## src/rtl/sfp_accum.sv

```systemverilog
// sfp_accum
// Special-function stage that sits behind the psum SRAM. Each cycle it may take
// one col-wide vector of signed psums and adds it, lane by lane, into a running
// sum. Every add saturates. After acc_depth vectors the finished vector (with
// optional ReLU) is offered on a valid/ready output for write-back.
//
// Ports
//   clk        clock
//   reset      synchronous active-high reset
//   acc_valid  psum_in carries a vector this cycle
//   psum_in    signed psum vector, lane i at [psum_bw*(i+1)-1 : psum_bw*i]
//   relu_en    sampled with the last vector of a group; 1 clamps negative lanes to 0
//   clear      synchronous abort of the current group (drop_err is kept)
//   out_ready  consumer accepts sfp_out
//   out_valid  sfp_out holds a finished vector
//   sfp_out    finished vector
//   acc_cnt    number of vectors accepted into the current group
//   drop_err   sticky flag, set when a valid input had to be dropped

module sfp_accum #(
    parameter int psum_bw   = 16,
    parameter int col       = 8,
    parameter int acc_depth = 9
) (
    input  logic                             clk,
    input  logic                             reset,
    input  logic                             acc_valid,
    input  logic [psum_bw*col-1:0]           psum_in,
    input  logic                             relu_en,
    input  logic                             clear,
    input  logic                             out_ready,
    output logic                             out_valid,
    output logic [psum_bw*col-1:0]           sfp_out,
    output logic [$clog2(acc_depth+1)-1:0]   acc_cnt,
    output logic                             drop_err
);

    localparam int VW = psum_bw * col;
    localparam int CW = $clog2(acc_depth + 1);
    localparam logic [CW-1:0] DEPTH_C = CW'(acc_depth);
    localparam logic [CW-1:0] ONE_C   = CW'(1);

    typedef enum logic [1:0] {
        IDLE,
        ACCUM,
        HOLD
    } state_t;

    state_t          state;
    state_t          state_next;
    logic [VW-1:0]   accum;
    logic [VW-1:0]   accum_next;
    logic [VW-1:0]   sum;
    logic [CW-1:0]   cnt_next;
    logic            out_valid_next;
    logic [VW-1:0]   sfp_out_next;
    logic            drop_err_next;

    // Lane-wise signed add with one guard bit; a disagreement between the
    // guard bit and the lane sign bit means the result left the lane range.
    function automatic logic [VW-1:0] sat_add(input logic [VW-1:0] a,
                                              input logic [VW-1:0] b);
        logic [VW-1:0]    r;
        logic [psum_bw:0] s;
        r = '0;
        for (int i = 0; i < col; i++) begin
            s = {a[i*psum_bw+psum_bw-1], a[i*psum_bw +: psum_bw]}
              + {b[i*psum_bw+psum_bw-1], b[i*psum_bw +: psum_bw]};
            if (s[psum_bw] != s[psum_bw-1]) begin
                r[i*psum_bw +: psum_bw] = s[psum_bw] ? {1'b1, {(psum_bw-1){1'b0}}}
                                                     : {1'b0, {(psum_bw-1){1'b1}}};
            end else begin
                r[i*psum_bw +: psum_bw] = s[psum_bw-1:0];
            end
        end
        return r;
    endfunction

    // Zero every negative lane when ReLU is requested.
    function automatic logic [VW-1:0] relu(input logic [VW-1:0] x,
                                           input logic          en);
        logic [VW-1:0] r;
        r = x;
        for (int i = 0; i < col; i++) begin
            if (en && x[i*psum_bw+psum_bw-1]) begin
                r[i*psum_bw +: psum_bw] = '0;
            end
        end
        return r;
    endfunction

    assign sum = sat_add(accum, psum_in);

    // State and datapath registers. clear behaves like reset except that the
    // sticky drop flag survives it.
    always_ff @(posedge clk) begin
        if (reset) begin
            state     <= IDLE;
            accum     <= '0;
            acc_cnt   <= '0;
            out_valid <= 1'b0;
            sfp_out   <= '0;
            drop_err  <= 1'b0;
        end else if (clear) begin
            state     <= IDLE;
            accum     <= '0;
            acc_cnt   <= '0;
            out_valid <= 1'b0;
            sfp_out   <= '0;
        end else begin
            state     <= state_next;
            accum     <= accum_next;
            acc_cnt   <= cnt_next;
            out_valid <= out_valid_next;
            sfp_out   <= sfp_out_next;
            drop_err  <= drop_err_next;
        end
    end

    // Next-state logic. In HOLD a new vector arriving together with the
    // handshake starts the next group immediately, so back-to-back groups
    // run without a bubble.
    always_comb begin
        state_next     = state;
        accum_next     = accum;
        cnt_next       = acc_cnt;
        out_valid_next = out_valid;
        sfp_out_next   = sfp_out;
        drop_err_next  = drop_err;

        unique case (state)
            IDLE: begin
                if (acc_valid) begin
                    accum_next = psum_in;
                    cnt_next   = ONE_C;
                    if (acc_depth == 1) begin
                        sfp_out_next   = relu(psum_in, relu_en);
                        out_valid_next = 1'b1;
                        state_next     = HOLD;
                    end else begin
                        state_next = ACCUM;
                    end
                end
            end

            ACCUM: begin
                if (acc_valid) begin
                    accum_next = sum;
                    cnt_next   = acc_cnt + ONE_C;
                    if (acc_cnt + ONE_C == DEPTH_C) begin
                        sfp_out_next   = relu(sum, relu_en);
                        out_valid_next = 1'b1;
                        state_next     = HOLD;
                    end
                end
            end

            HOLD: begin
                if (out_ready && acc_valid) begin
                    accum_next = psum_in;
                    cnt_next   = ONE_C;
                    if (acc_depth == 1) begin
                        sfp_out_next   = relu(psum_in, relu_en);
                        out_valid_next = 1'b1;
                    end else begin
                        out_valid_next = 1'b0;
                        state_next     = ACCUM;
                    end
                end else if (out_ready) begin
                    out_valid_next = 1'b0;
                    cnt_next       = '0;
                    state_next     = IDLE;
                end else if (acc_valid) begin
                    drop_err_next = 1'b1;
                end
            end

            default: begin
                state_next = IDLE;
            end
        endcase
    end

endmodule

```

## config.mk

```make
export PLATFORM = sky130hd
export DESIGN_NAME = sfp_accum
export DESIGN_NICKNAME = d
export VERILOG_FILES = /design/src/rtl/sfp_accum.sv
export SDC_FILE = /design/constraint.sdc
export NUM_CORES = 1
export LEC_CHECK = 0
export ABC_CLOCK_PERIOD_IN_PS = 5150
export BUFFER_PORTS_ARGS = -buffer_cell sky130_fd_sc_hd__buf_4
export CAP_MARGIN = 20
export CORE_MARGIN = 2
export CORE_UTILIZATION = 55
export DETAILED_ROUTE_END_ITERATION = 10
export PLACE_DENSITY = 0.77
export SLEW_MARGIN = 15
export SYNTH_ARGS = -nofsm -noshare
export SYNTH_HDL_FRONTEND = slang
export SYNTH_SLANG_ARGS = --single-unit
```

## constraint.sdc

```tcl
create_clock -name clk -period 5.15 [get_ports clk]
set_clock_uncertainty 0.05 [all_clocks]
set_input_delay 1.03 -clock clk [delete_from_list [all_inputs] [get_ports clk]]
set_output_delay 1.03 -clock clk [all_outputs]
set_load 0.02 [all_outputs]
```

Word-level counts from Yosys, hierarchy flattened
Cells that the tools add are included.

Register bits: 264. Input bits: 134. Output and inout port bits: 134.

Add/sub/neg operators: 9. Eq/ne operators: 16. Muxes and demuxes: 44. Bitwise logic cells: 3. Reductions and logical operators: 19.

Operators with widths (number): 128-bit two-way mux (3); 16-bit two-way mux (24); 128-bit one-hot mux with 3 select lines (1); 16-bit by 16-bit adder with 17-bit output (8); 4-bit two-way mux (4); 4-bit AND reduction (4); 4-bit one-hot mux with 3 select lines (1); 2-bit two-way mux (5); 1-bit logical AND (9); 1-bit inequality test (8); 2-bit inequality test (second input constant) (4); 2-bit one-hot mux with 3 select lines (1); 5-bit AND reduction (1); 4-bit by 1-bit adder with 4-bit output (second input constant) (1); 4-bit equality test (second input constant) (1); 1-bit two-way mux (4); 3-bit inequality test (second input constant) (1); 1-bit NOT (3); 3-bit AND reduction (1); 3-bit nonzero test (1); 2-bit by 1-bit equality test with 1-bit output (second input constant) (1); 2-bit equality test (second input constant) (1); 2-bit logical NOT (1); 1-bit one-hot mux with 2 select lines (1); 2 further kinds (2).

Logic depth before layout (Yosys ltp)
Gate-level depths: netlist of the first run.

Word-level depth: 5. Gate-level depth with buffers: 18. Gate-level depth less buffers: 17.

Worst setup path after synthesis of the first run
No wires, ideal clock.

Path type: input port to flip-flop. From: input port psum_in[85]. To: register accum[85]. Library setup time: 0.117 ns. Arrival: 4.115 ns. Data required time: 4.983 ns. Slack: 0.868 ns. Stages: 13. Buffers on the path: 1. Cells stage by stage: ha_1 > and2_1 > a221o_1 > a31oi_1 > a21oi_1 > o21ai_1 > a211oi_1 > or3_1 > ha_1 > clkbuf_1 > nor2_1 > or3_1 > a32o_1.

Word-level cells in the longest chain between the ends: 5. Elaborated cells on any way between the ends: 8.

RTL lines: start: declaration (line 28) `input logic [psum_bw*col-1:0] psum_in,`; 16-bit by 16-bit adder with 17-bit output (line 68) `+ {b[i*psum_bw+psum_bw-1], b[i*psum_bw +: psum_bw]};`; 16-bit two-way mux / 1-bit inequality test (equally long branches) (line 70, 69); 16-bit two-way mux (line 69) `if (s[psum_bw] != s[psum_bw-1]) begin`; 128-bit two-way mux (line 147) `if (acc_valid) begin`; 128-bit one-hot mux with 3 select lines (*) (line 131) `unique case (state)`; end signal: assignment (line 112) `accum <= accum_next;`; end: declaration (line 51) `logic [VW-1:0] accum;`.

Every way passes the cells marked *; elsewhere a longest branch is shown, timed or not. The select of a mux whose other input is x is not followed. A chain may end at the register's enable or synchronous reset.

Worst setup path in the final report of the first run
From: input port psum_in[85]. To: register sfp_out[80].

Word-level cells in the longest chain between the ends: 5. Elaborated cells on any way between the ends: 6.

RTL lines: 16-bit by 16-bit adder with 17-bit output (*) (line 68); 16-bit two-way mux / 1-bit inequality test (equally long branches) (line 70, 69); 16-bit two-way mux (*) (line 69); 1-bit logical AND (line 85) `if (en && x[i*psum_bw+psum_bw-1]) begin`; 16-bit two-way mux (*) (line 85); end signal: assignment (line 115) `sfp_out <= sfp_out_next;`; end: declaration (line 33) `output logic [psum_bw*col-1:0] sfp_out,`.

Every way passes the cells marked *; elsewhere a longest branch is shown, timed or not.

==> results by group, run 1 <==
CTS
  – CTS sink cnt: 264
  – CTS tree: yes
  – Root Buffer Master: clkbuf_16
  – Clock Pin Slew Worst Setup and Hold Paths: 60 ps
  – Hold buffer count at cts: 0
  – Setup bufs post-CTS: 0
  – Clock Path Buffers: 3
  – TritonCTS Buffers: 30
  – Post-CTS Resized: 0
  – H-tree Lvls: 1
  – Clk_lat worst skew: 570 ps

Route
  – Post-DRT Antenna Nets: 0
  – Highest routed metal layer: met4
  – Remaining DRCs: 0
  – DR vias/cell: 6.252
  – Met1 WL: 24610 µm
  – Routed len/inst: 19.11 µm
  – Met2 wire length: 25230 µm
  – Vias: 18457
  – Pre-Repair DR Iteration Count: 5
  – Final WL: 56420 µm
  – Met3 WL: 4623 µm
  – DRT iter0 DRCs: 1426

Floorplan
  – I/O pin total: 268
  – Die ar.: 0.03406 mm²
  – Cell row count: 66
  – Die H: 184.5 µm
  – Core Region: 0.03229 mm²
  – Initial cell density of the core: 55.52%
  – Die width: 184.5 µm

Pwr
  – Worst vdd ir: 0.2972 mV
  – Power Dens Cells: 278.5 mW/mm²
  – Total Power: 5.878 mW
  – Static Leak: 9.032 nW

GRT
  – First-pass GRT wire length: 89050 µm
  – Pin count of the biggest net entering global routing: 92
  – Initial antenna violation count: 1
  – Grt total ovfl: 0
  – Vias in the first global route: 17270
  – Total GRT Usage: 32.11%

Logic synthesis
  – Top FF cell, synth: dfxtp_1
  – Distinct cells, synth: 102
  – Synth Warn #: 0
  – Async SR Flop Fraction: 0%
  – Avg Cell Area, Syn: 7.798 µm²
  – Syn_nets: 2590
  – Synth top area cells: dfxtp_1 (29%), ha_1 (10%), o21ai_0 (6.1%), nand2_1 (5.6%), a21oi_1 (5.2%)
  – Largest area contributor in the netlist: dfxtp_1
  – EDFF count, synth: 0
  – Sequential cell area fraction in the yosys report: 29.48%
  – Synth Instances: 2299
  – Yosys reg bits: 264
  – Post-Synthesis Cell Area: 0.01793 mm²
  – Synth top area share: 29.48%

Timing
  – Tightest Pin Transition: 1119 ps
  – Setup_tns: 0 ps
  – Fmax achieved: 241.1 MHz
  – Final period utilization: 80.55%
  – Final hold vios: 0
  – Relative slew slack: 25.29%
  – Tmin final: 4148 ps
  – RSZ-0062 raised after global routing: false
  – Min Hold Slack: 388.9 ps
  – # setup viols final: 0
  – Max-slew violations: 0

Critical path
  – Required @ worst endpoint: 5600 ps
  – Reg2reg start: accum[85]
  – Worst Reg-to-Reg Cells: 13
  – Worst Path Class, Setup: in -> reg
  – WP data arrival: 4600 ps
  – CP max stage cell: o21a_1
  – Worst-path fanout max: 16
  – Critical-path cell list: buf_4 -> ha_1 -> and2_1 -> a221o_1 -> a31oi_1 -> a21oi_1 -> o21ai_1 -> a211oi_1 -> or3_1 -> ha_1 -> nor2_1 -> o21a_1 -> a21bo_2 -> a21oi_1
  – CP Launch Type: primary input
  – Worst setup EP type: register
  – Max stage delay on crit path: 540 ps
  – R2R setup slack: 1280 ps
  – RR Endpoint: sfp_out[80]

Outcome
  – Status: completed

Cells and area
  – Highest-count cells in the layout ignoring fill and taps: buf_4 (296), nand2_1 (269), dfxtp_1 (264)
  – Share of post-route cells with drive strength above 1: 15.94%
  – Most common cell after layout, fill and taps aside: buf_4
  – Finished Layout Cells: 2952
  – Area delta synth->final: 17.73%
  – Final Net Count: 2783
  – Post-route cell area: 0.02111 mm²

Place
  – PortBufs: 267
  – Placed insts: 2902
  – Placer Congestion: 0.9396
  – Placed Area: 0.02014 mm²
  – DP Wirelength: 39280 µm

Min path
  – Worst hold path cell count: 2
  – Worst Hold End: sfp_out[66]
  – Worst Hold Class: reg -> reg
  – Worst min-delay path startpoint: sfp_out[66]

Flow run
  – # Max-Cap Violations: 0
## logic make-up after synthesis
family / count (synthesis) / synth area share [%]
DFF: 264 / 29.48
and+or+nand+nor: 758 / 20.07
muxes: 17 / 0.9841
AOI/OAI and AO/OA: 835 / 30.16
buffers and inverters: 202 / 4.795
adders and majority gates: 157 / 11.29
xor gates and xnor gates: 66 / 3.224
## metrics by stage
step	utilization, %	worst slack [ps]
detailed placement	62.38	481.0
global placement	62.38	604.6
floorplan	-	867.8
CTS	65.36	1072
global route	65.36	684.8
finish	65.36	1002
## sequential cells by signal (all words and copies together) (netlist names)
| name | count |
|---|---|
| drop_err | 1 |
| accum | 128 |
| out_valid | 1 |
| sfp_out | 128 |
| acc_cnt | 4 |
| state | 2 |
## area by class of cell
type	instances	area, µm²
Multi-Input combinational cell	1833	11830
Fill cell	2824	11180
Sequential cell	264	5285
Timing Repair Buffer	296	2222
Clock buffer	47	925.9
Tap cell	442	553.0
Inverter	67	251.5
Clock inverter	2	35.03
Antenna cell	1	2.502
## layer usage
layer | track usage [%] | vias up
met4 | 11.78 | 0
met2 | 52.59 | 746
met3 | 5.058 | 122
met1 | 42.64 | 8742
met5 | 0 | -
li1 | - | 8847
## cells in the mapped netlist (17+ instances only)
master,number
inv_1,66
o21ai_0,218
nor3_1,65
a211oi_1,32
nor2_1,175
nand2b_1,19
buf_2,21
xor2_1,29
or3_1,22
xnor2_1,37
ha_1,149
a221oi_1,19
nand3_1,66
and3_1,25
dfxtp_1,264
nand2_1,269
o21ai_1,20
a31oi_1,51
nor2b_1,30
o211ai_1,36
o31ai_1,19
a21o_1,43
o21a_1,33
clkbuf_1,96
a21oi_1,187
a22o_1,24
a22oi_1,17
## critical path, delay by kind of cell
family	cells	cell delay (ps)
AOI/OAI and AO/OA	8	2140
and+or+nand+nor	3	790
buffers and inverters	1	120
adders and majority gates	2	530
## worst max-delay path by stage
stage	start	to	slack, ps	depth (start not counted)
floorplan	psum_in[85]	accum[85]	870	13
global placement	psum_in[97]	accum[102]	600	16
detailed placement	psum_in[85]	sfp_out[80]	480	14
CTS	psum_in[85]	sfp_out[80]	1070	14
global route	psum_in[97]	accum[98]	680	16
finish	psum_in[85]	sfp_out[80]	1000	14
## report_power, final
group	switching, mW	internal, mW	total [mW]	leakage, nW
combinational	1.02	0.593	1.61	6.42
sequential	0.0305	2.09	2.13	2.14
clock	0.882	1.26	2.14	0.473
total	1.93	3.95	5.88	9.03
(Power assumes the default switching activity.)
==> run 2: changes to the inputs <==
Settings changed: ABC_AREA set to 1, ABC_CLOCK_PERIOD_IN_PS 5150 to 3550, CORE_UTILIZATION 55 to 53, PLACE_DENSITY 0.77 to 0.78.
Clock period 5.15 ns to 3.55 ns, I/O delays scaled along.
==> run 2 against run 1 <==
  * Sequential share of layout area is 2.2 points lower
  * Register-to-register slack got worse by 920 ps
  * Flip-flop and latch count is the same
  * Global-route usage decreased by 3.2 points
  * Synthesized cell count up 36%
  * Count of clock-buffer cells in the layout decreased by 5
  * Critical path type is now reg -> reg
  * Final area up 9.6%
  * Critical path depth is 3 higher
  * Cell count grew 32%
  * Setup slack lost 640 ps
  * Highest routed layer unchanged
  * Non-clock buffer count is 85 higher
==> results by group, run 2 <==
Timing
  – Max-slew violations: 0 (unchanged)
  – Final hold vios: 0 (unchanged)
  – Relative slew slack: 26.96% (was 25.29%)
  – Tmin final: 3188 ps
  – Tightest Pin Transition: 1096 ps (was 1119 ps)
  – Final WS setup: 362.2 ps (was 1002 ps)
  – RSZ-0062 raised after global routing: false (unchanged)
  – # setup viols final: 0 (unchanged)
  – Final period utilization: 89.80%
  – Min Hold Slack: 316.8 ps (was 388.9 ps)
  – Fmax achieved: 313.7 MHz

Place
  – PortBufs: 267 (unchanged)
  – Placer Congestion: 0.9622 (was 0.9396)
  – Placed Area: 0.02203 mm² (was 0.02014 mm²)
  – DP Wirelength: 40950 µm (was 39280 µm)
  – Worst slack, placed: -78.81 ps (was 481.0 ps)

CTS
  – Clock Pin Slew Worst Setup and Hold Paths: 50 ps (was 60 ps)
  – Post-CTS Resized: 0 (unchanged)
  – CTS tree: yes (unchanged)
  – Root Buffer Master: clkbuf_16 (unchanged)
  – H-tree Lvls: 2 (was 1)
  – Clock Path Buffers: 3 (unchanged)
  – Hold buffer count at cts: 0 (unchanged)
  – Clk_lat worst skew: 550 ps (was 570 ps)
  – TritonCTS Buffers: 34 (was 30)
  – Setup bufs post-CTS: 0 (unchanged)
  – CTS sink cnt: 264 (unchanged)

Floorplan
  – Cell row count: 69 (was 66)
  – Initial cell density of the core: 53.74% (was 55.52%)
  – Die width: 193.7 µm (was 184.5 µm)
  – Core Region: 0.03548 mm² (was 0.03229 mm²)
  – Die H: 193.7 µm (was 184.5 µm)
  – Die ar.: 0.03751 mm² (was 0.03406 mm²)
  – I/O pin total: 268 (unchanged)

Cells and area
  – Fillcell total: 3270 (was 2824)
  – Share of post-route cells with drive strength above 1: 13.24% (was 15.94%)
  – Area delta synth->final: 21.27% (was 17.73%)
  – Most common cell after layout, fill and taps aside: nand2_1 (was buf_4)
  – Highest-count cells in the layout ignoring fill and taps: nand2_1 (1067), a21oi_1 (422), buf_4 (374) (was buf_4 (296), nand2_1 (269), dfxtp_1 (264))
  – Final Net Count: 3704 (was 2783)
  – Post-route cell area: 0.02313 mm² (was 0.02111 mm²)
  – Top Registers: accum (128), sfp_out (128), acc_cnt (4) (unchanged)

Min path
  – Worst Hold End: drop_err (was sfp_out[66])
  – Worst hold path cell count: 2 (unchanged)
  – Worst Hold Class: in -> reg (was reg -> reg)
  – Worst min-delay path startpoint: reset (was sfp_out[66])

Pwr
  – Static Leak: 11.28 nW (was 9.032 nW)
  – Power Dens Cells: 405.8 mW/mm² (was 278.5 mW/mm²)
  – Internal: 6.189 mW (was 3.948 mW)
  – Worst vdd ir: 0.4065 mV (was 0.2972 mV)
  – Combinational share of power: 30.5% (was 27.4%)
  – Clock power frac: 36.5% (was 36.4%)
  – Flop pwr share: 33.0% (was 36.2%)
  – Switching Share: 34.04% (was 32.83%)
  – Switching power: 3.194 mW (was 1.930 mW)

Route
  – Final WL: 56170 µm (was 56420 µm)
  – Remaining DRCs: 0 (unchanged)
  – DR vias/cell: 5.426 (was 6.252)
  – Routed len/inst: 14.44 µm (was 19.11 µm)
  – Vias: 21112 (was 18457)
  – DRT iter0 DRCs: 1397 (was 1426)
  – Pre-Repair DR Iteration Count: 6 (was 5)
  – Post-DRT Antenna Nets: 0 (unchanged)

Flow run
  – # Max-Cap Violations: 0 (unchanged)

GRT
  – Initial antenna violation count: 1 (unchanged)
  – Pin count of the biggest net entering global routing: 186 (was 92)
  – Vias in the first global route: 19893 (was 17270)
  – First-pass GRT wire length: 92490 µm (was 89050 µm)
  – Total GRT Usage: 28.93% (was 32.11%)
  – Grt total ovfl: 0 (unchanged)

Logic synthesis
  – Post-synthesis mux area share: 0% (was 0.9841%)
  – Post-synthesis xor/xnor area fraction: 1.004% (was 3.224%)
  – Complex-gate fraction of the synthesized area: 14.57% (was 30.16%)
  – Sequential cell area fraction in the yosys report: 27.71% (was 29.48%)
  – Synth top area cells: dfxtp_1 (28%), nand2_1 (21%), a21oi_1 (11%), ha_1 (9.8%), nand3_1 (7.0%) (was dfxtp_1 (29%), ha_1 (10%), o21ai_0 (6.1%), nand2_1 (5.6%), a21oi_1 (5.2%))
  – Async SR Flop Fraction: 0% (unchanged)
  – Synth Instances: 3133 (was 2299)
  – Avg Cell Area, Syn: 6.087 µm² (was 7.798 µm²)
  – Largest area contributor in the netlist: dfxtp_1 (unchanged)
  – Synth Area in Simple Gates: 38.51% (was 20.07%)
  – Yosys reg bits: 264 (unchanged)
  – Synth Warn #: 0 (unchanged)
  – Post-Synthesis Cell Area: 0.01907 mm² (was 0.01793 mm²)
  – Largest family of logic cells by synthesized area: simple AND/OR/NAND/NOR gates (was compound AO/OA/AOI/OAI gates)
  – Distinct cells, synth: 39 (was 102)
  – Syn_nets: 3424 (was 2590)
  – Most frequent cell after synthesis: nand2_1 (unchanged)
  – Post-Synth Adder-Cell Area: 10.62% (was 11.29%)
  – Post-synth top cells: nand2_1 (1067), a21oi_1 (422), nor2_1 (340) (was nand2_1 (269), dfxtp_1 (264), o21ai_0 (218))
  – EDFF count, synth: 0 (unchanged)
  – Synth top area share: 27.71% (was 29.48%)
  – Top FF cell, synth: dfxtp_1 (unchanged)

Critical path
  – Required @ worst endpoint: 3950 ps (was 5600 ps)
  – Critical-path cell list: ha_1 -> inv_1 -> fa_1 -> inv_1 -> nand2_1 -> o21ai_0 -> nand2_1 -> nand2_1 -> nand2_1 -> nand3_1 -> nand2_1 -> ha_1 -> buf_4 -> or2_2 -> nand3_1 -> nand2_1 -> a21oi_1 (was buf_4 -> ha_1 -> and2_1 -> a221o_1 -> a31oi_1 -> a21oi_1 -> o21ai_1 -> a211oi_1 -> or3_1 -> ha_1 -> nor2_1 -> o21a_1 -> a21bo_2 -> a21oi_1)
  – CP max stage cell: fa_1 (was o21a_1)
  – R2R setup slack: 360 ps (was 1280 ps)
  – Worst Path Class, Setup: reg -> reg (was in -> reg)
  – CP Launch Type: register (was primary input)
  – Worst-path fanout max: 5 (was 16)
  – Max stage delay on crit path: 390 ps (was 540 ps)
  – Reg2reg start: accum[48] (was accum[85])
  – RR Endpoint: accum[49] (was sfp_out[80])
  – Worst setup EP type: register (unchanged)
  – Crit path top cell by count: nand2_1
  – WP data arrival: 3580 ps (was 4600 ps)
  – Worst Reg-to-Reg Cells: 17 (was 13)

Outcome
  – Status: completed (unchanged)
## run 2: kinds of logic (layout without fill, tap and decap cells)
family	Yosys count	in the layout
compound gates	545	545
xor+xnor	21	21
fa+ha+maj	157	157
buf+inv	364	660
flops	264	264
other cells	0	1
simple gates	1782	1782
## run 2: cell type report
type                       count  area, µm²  area share (%)
inverter                     227      859.6           3.717
tap                          461      576.8           2.494
clock inverter                10      107.6          0.4653
multi-input combinational   2505      12360           53.45
clock buffer                  42      984.7           4.258
timing repair buffer         381       2948           12.75
sequential                   264       5285           22.85
antenna                        1      2.502         0.01082
## run 2: worst max-delay path by stage
stage | from | to | slack (ps)
floorplan | psum_in[6] | accum[10] | 220
global placement | psum_in[102] | accum[103] | 3
detailed placement | psum_in[48] | accum[49] | -80
CTS | accum[48] | accum[49] | 390
global route | accum[54] | accum[49] | 140
finish | accum[48] | accum[49] | 360
## run 2: metrics by stage
stage	std cells	power, mW	util [%]	TNS, ps
2_1_floorplan	3133	5.075	-	0
3_3_place_gp	3838	5.912	62.09	0
3_5_place_dp	3838	5.969	62.09	-942.3
4_1_cts	3890	9.430	65.17	0
5_1_grt	3891	9.910	65.18	0
6_report	3891	9.384	65.18	0
## run 2: worst max-delay path: cells and delay by family, from the launching register on
kind / cells / cell delay [ps]
flops: 1 / 330
simple gates: 9 / 1020
compound gates: 2 / 390
buf+inv: 3 / 350
fa+ha+maj: 3 / 960
## run 2: power groups by stage
stage / clock (mW) / sequential [mW] / combinational (mW)
3_5_place_dp: 0 / 3.16 / 2.81
6_report: 3.43 / 3.09 / 2.87
5_1_grt: 3.59 / 3.10 / 3.22
4_1_cts: 3.50 / 3.09 / 2.84
2_1_floorplan: 0 / 3.14 / 1.93
3_3_place_gp: 0 / 3.15 / 2.76
## run 2: layer usage
| layer | wire length [µm] | vias up | part of all wire (%) | GRT usage [%] |
|---|---|---|---|---|
| met5 | 0 | - | 0 | 0 |
| met3 | 3398 | 122 | 6.0 | 4.505 |
| met2 | 26190 | 593 | 47 | 49.52 |
| met4 | 1867 | 0 | 3.3 | 10.57 |
| li1 | - | 10764 | - | - |
| met1 | 24720 | 9633 | 44 | 36.82 |
==> run 3: changes to the inputs <==
Settings changed: GPL_TIMING_DRIVEN set to 0.
==> run 3 against run 2 <==
  * Hold slack better by 4.5 ps
  * Fmax down 3.0%
  * Non-clock buffer count up 19
  * Via count up 4.2%
  * Utilization down 0.61 points
  * Critical endpoint is now accum[29]
  * Highest routed layer unchanged
==> results by group, run 3 (synthesized netlist as in run 2, its figures left out) <==
Outcome
  – Status: completed (unchanged)

Critical path
  – WP data arrival: 3630 ps (was 3580 ps)
  – CP Launch Type: register (unchanged)
  – Worst setup EP type: register (unchanged)
  – Required @ worst endpoint: 3890 ps (was 3950 ps)
  – Worst-path fanout max: 10 (was 5)
  – Worst Path Class, Setup: reg -> reg (unchanged)

CTS
  – Hold buffer count at cts: 0 (unchanged)
  – TritonCTS Buffers: 34 (unchanged)
  – Clock Pin Slew Worst Setup and Hold Paths: 60 ps (was 50 ps)
  – Clk_lat worst skew: 540 ps (was 550 ps)
  – H-tree Lvls: 2 (unchanged)
  – Root Buffer Master: clkbuf_16 (unchanged)
  – Clock Path Buffers: 3 (unchanged)
  – CTS sink cnt: 264 (unchanged)
  – CTS tree: yes (unchanged)

GRT
  – Initial antenna violation count: 1 (unchanged)
  – Total GRT Usage: 32.93% (was 28.93%)
  – First-pass GRT wire length: 101900 µm (was 92490 µm)
  – Grt total ovfl: 0 (unchanged)
  – Pin count of the biggest net entering global routing: 13 (was 186)
  – Vias in the first global route: 20334 (was 19893)

Cells and area
  – Highest-count cells in the layout ignoring fill and taps: nand2_1 (1065), a21oi_1 (418), nor2_1 (340) (was nand2_1 (1067), a21oi_1 (422), buf_4 (374))
  – Top Registers: accum (128), sfp_out (128), acc_cnt (4) (unchanged)
  – Share of post-route cells with drive strength above 1: 11.71% (was 13.24%)
  – Finished Layout Cells: 3920 (was 3891)
  – Area delta synth->final: 20.14% (was 21.27%)
  – Final Net Count: 3725 (was 3704)
  – Most common cell after layout, fill and taps aside: nand2_1 (unchanged)

Timing
  – Tmin final: 3286 ps (was 3188 ps)
  – Relative slew slack: 28.05% (was 26.96%)
  – # setup viols final: 0 (unchanged)
  – Final WS setup: 264.1 ps (was 362.2 ps)
  – Final period utilization: 92.56% (was 89.80%)
  – Min Hold Slack: 321.2 ps (was 316.8 ps)
  – Max-slew violations: 0 (unchanged)
  – Final hold vios: 0 (unchanged)
  – Tightest Pin Transition: 1079 ps (was 1096 ps)
  – Fmax achieved: 304.3 MHz (was 313.7 MHz)
  – Setup_tns: 0 ps (unchanged)

Route
  – Remaining DRCs: 0 (unchanged)
  – Routed len/inst: 16.39 µm (was 14.44 µm)
  – Final WL: 64270 µm (was 56170 µm)
  – Vias: 21996 (was 21112)
  – DR vias/cell: 5.611 (was 5.426)
  – Post-DRT Antenna Nets: 0 (unchanged)
  – Pre-Repair DR Iteration Count: 8 (was 6)
  – DRT iter0 DRCs: 1788 (was 1397)

Floorplan
  – Die H: 193.7 µm (unchanged)
  – Die width: 193.7 µm (unchanged)
  – Die ar.: 0.03751 mm² (unchanged)
  – Cell row count: 69 (unchanged)
  – Initial cell density of the core: 53.74% (unchanged)
  – I/O pin total: 268 (unchanged)
  – Core Region: 0.03548 mm² (unchanged)

Pwr
  – Power Dens Cells: 422.2 mW/mm² (was 405.8 mW/mm²)
  – Static Leak: 10.99 nW (was 11.28 nW)
  – Worst vdd ir: 0.4153 mV (was 0.4065 mV)
  – Total Power: 9.672 mW (was 9.384 mW)

Place
  – Placed insts: 3861 (was 3838)
  – Worst slack, placed: -710.7 ps (was -78.81 ps)
  – DP Wirelength: 48640 µm (was 40950 µm)
  – Placer Congestion: 0.9159 (was 0.9622)
  – PortBufs: 267 (unchanged)

Min path
  – Worst Hold Class: in -> reg (unchanged)

Flow run
  – # Max-Cap Violations: 0 (unchanged)
[run 3: changes by cell type in the layout (fill, tap and decap cells not counted), sizes merged]
cell	before	now
clkbuf	42	144
buf	381	303
clkinvlp	0	7
clkinv	14	8
bufinv	2	4
inv	221	223
[run 3: final cells by class]
type	count	area, µm²
Antenna cell	1	2.502
Sequential cell	264	5285
Buffer	133	593.1
Timing Repair Buffer	267	2004
Multi-Input combinational cell	2505	12380
Inverter	227	865.8
Clock buffer	47	1003
Clock inverter	13	180.2
Fill cell	3398	12570
Tap cell	461	576.8
Timing Repair inverter	2	15.01
[run 3: stage by stage]
step,utilization (%),area [µm²]
2_1_floorplan,-,19070
3_3_place_gp,61.02,21650
3_5_place_dp,61.02,21650
4_1_cts,64.38,22840
5_1_grt,64.57,22910
6_report,64.57,22910
[run 3: repair_timing]
action,in CTS,in global routing
gates cloned,0,2
setup buffers,0,0
setup endpoints to repair,76,210
resized for setup,8,33
[run 3: worst max-delay path: stages, from the launching register on]
cell,delay (ps)
dfxtp_1,310
ha_1,340
a21oi_2,230
nor2_1,60
nor2_1,170
nor2_1,80
nor2_1,120
nand2_1,60
nand2_1,80
nand2_1,60
a21oi_1,250
xor2_1,190
ha_2,360
nand3_1,200
clkbuf_2,280
nand3_1,110
nand2_1,100
a21oi_1,60
[run 3: layer usage]
layer / wire [µm] / vias to the layer above / track usage (%)
li1: - / 10843 / -
met5: 0 / - / 0
met2: 29540 / 851 / 54.72
met4: 2275 / 0 / 12.69
met3: 4655 / 145 / 5.375
met1: 27790 / 10157 / 42.83
[run 3: path summary, 6_finish.rpt]
check	from	endpoint	slack [ps]	cells past startpoint
worst max-delay path	accum[22]	accum[29]	260	17
worst min-delay path	reset	drop_err	320	2
worst max register to register	accum[22]	accum[29]	260	17
worst min register to register	sfp_out[5]	sfp_out[5]	410	2
[run 3: power by group]
group / total [mW] / switching [mW] / leakage [nW] / internal, mW
Clock: 3.69 / 1.42 / 0.573 / 2.27
Sequential: 3.09 / 0.0484 / 2.14 / 3.04
Combinational: 2.89 / 1.95 / 8.28 / 0.940
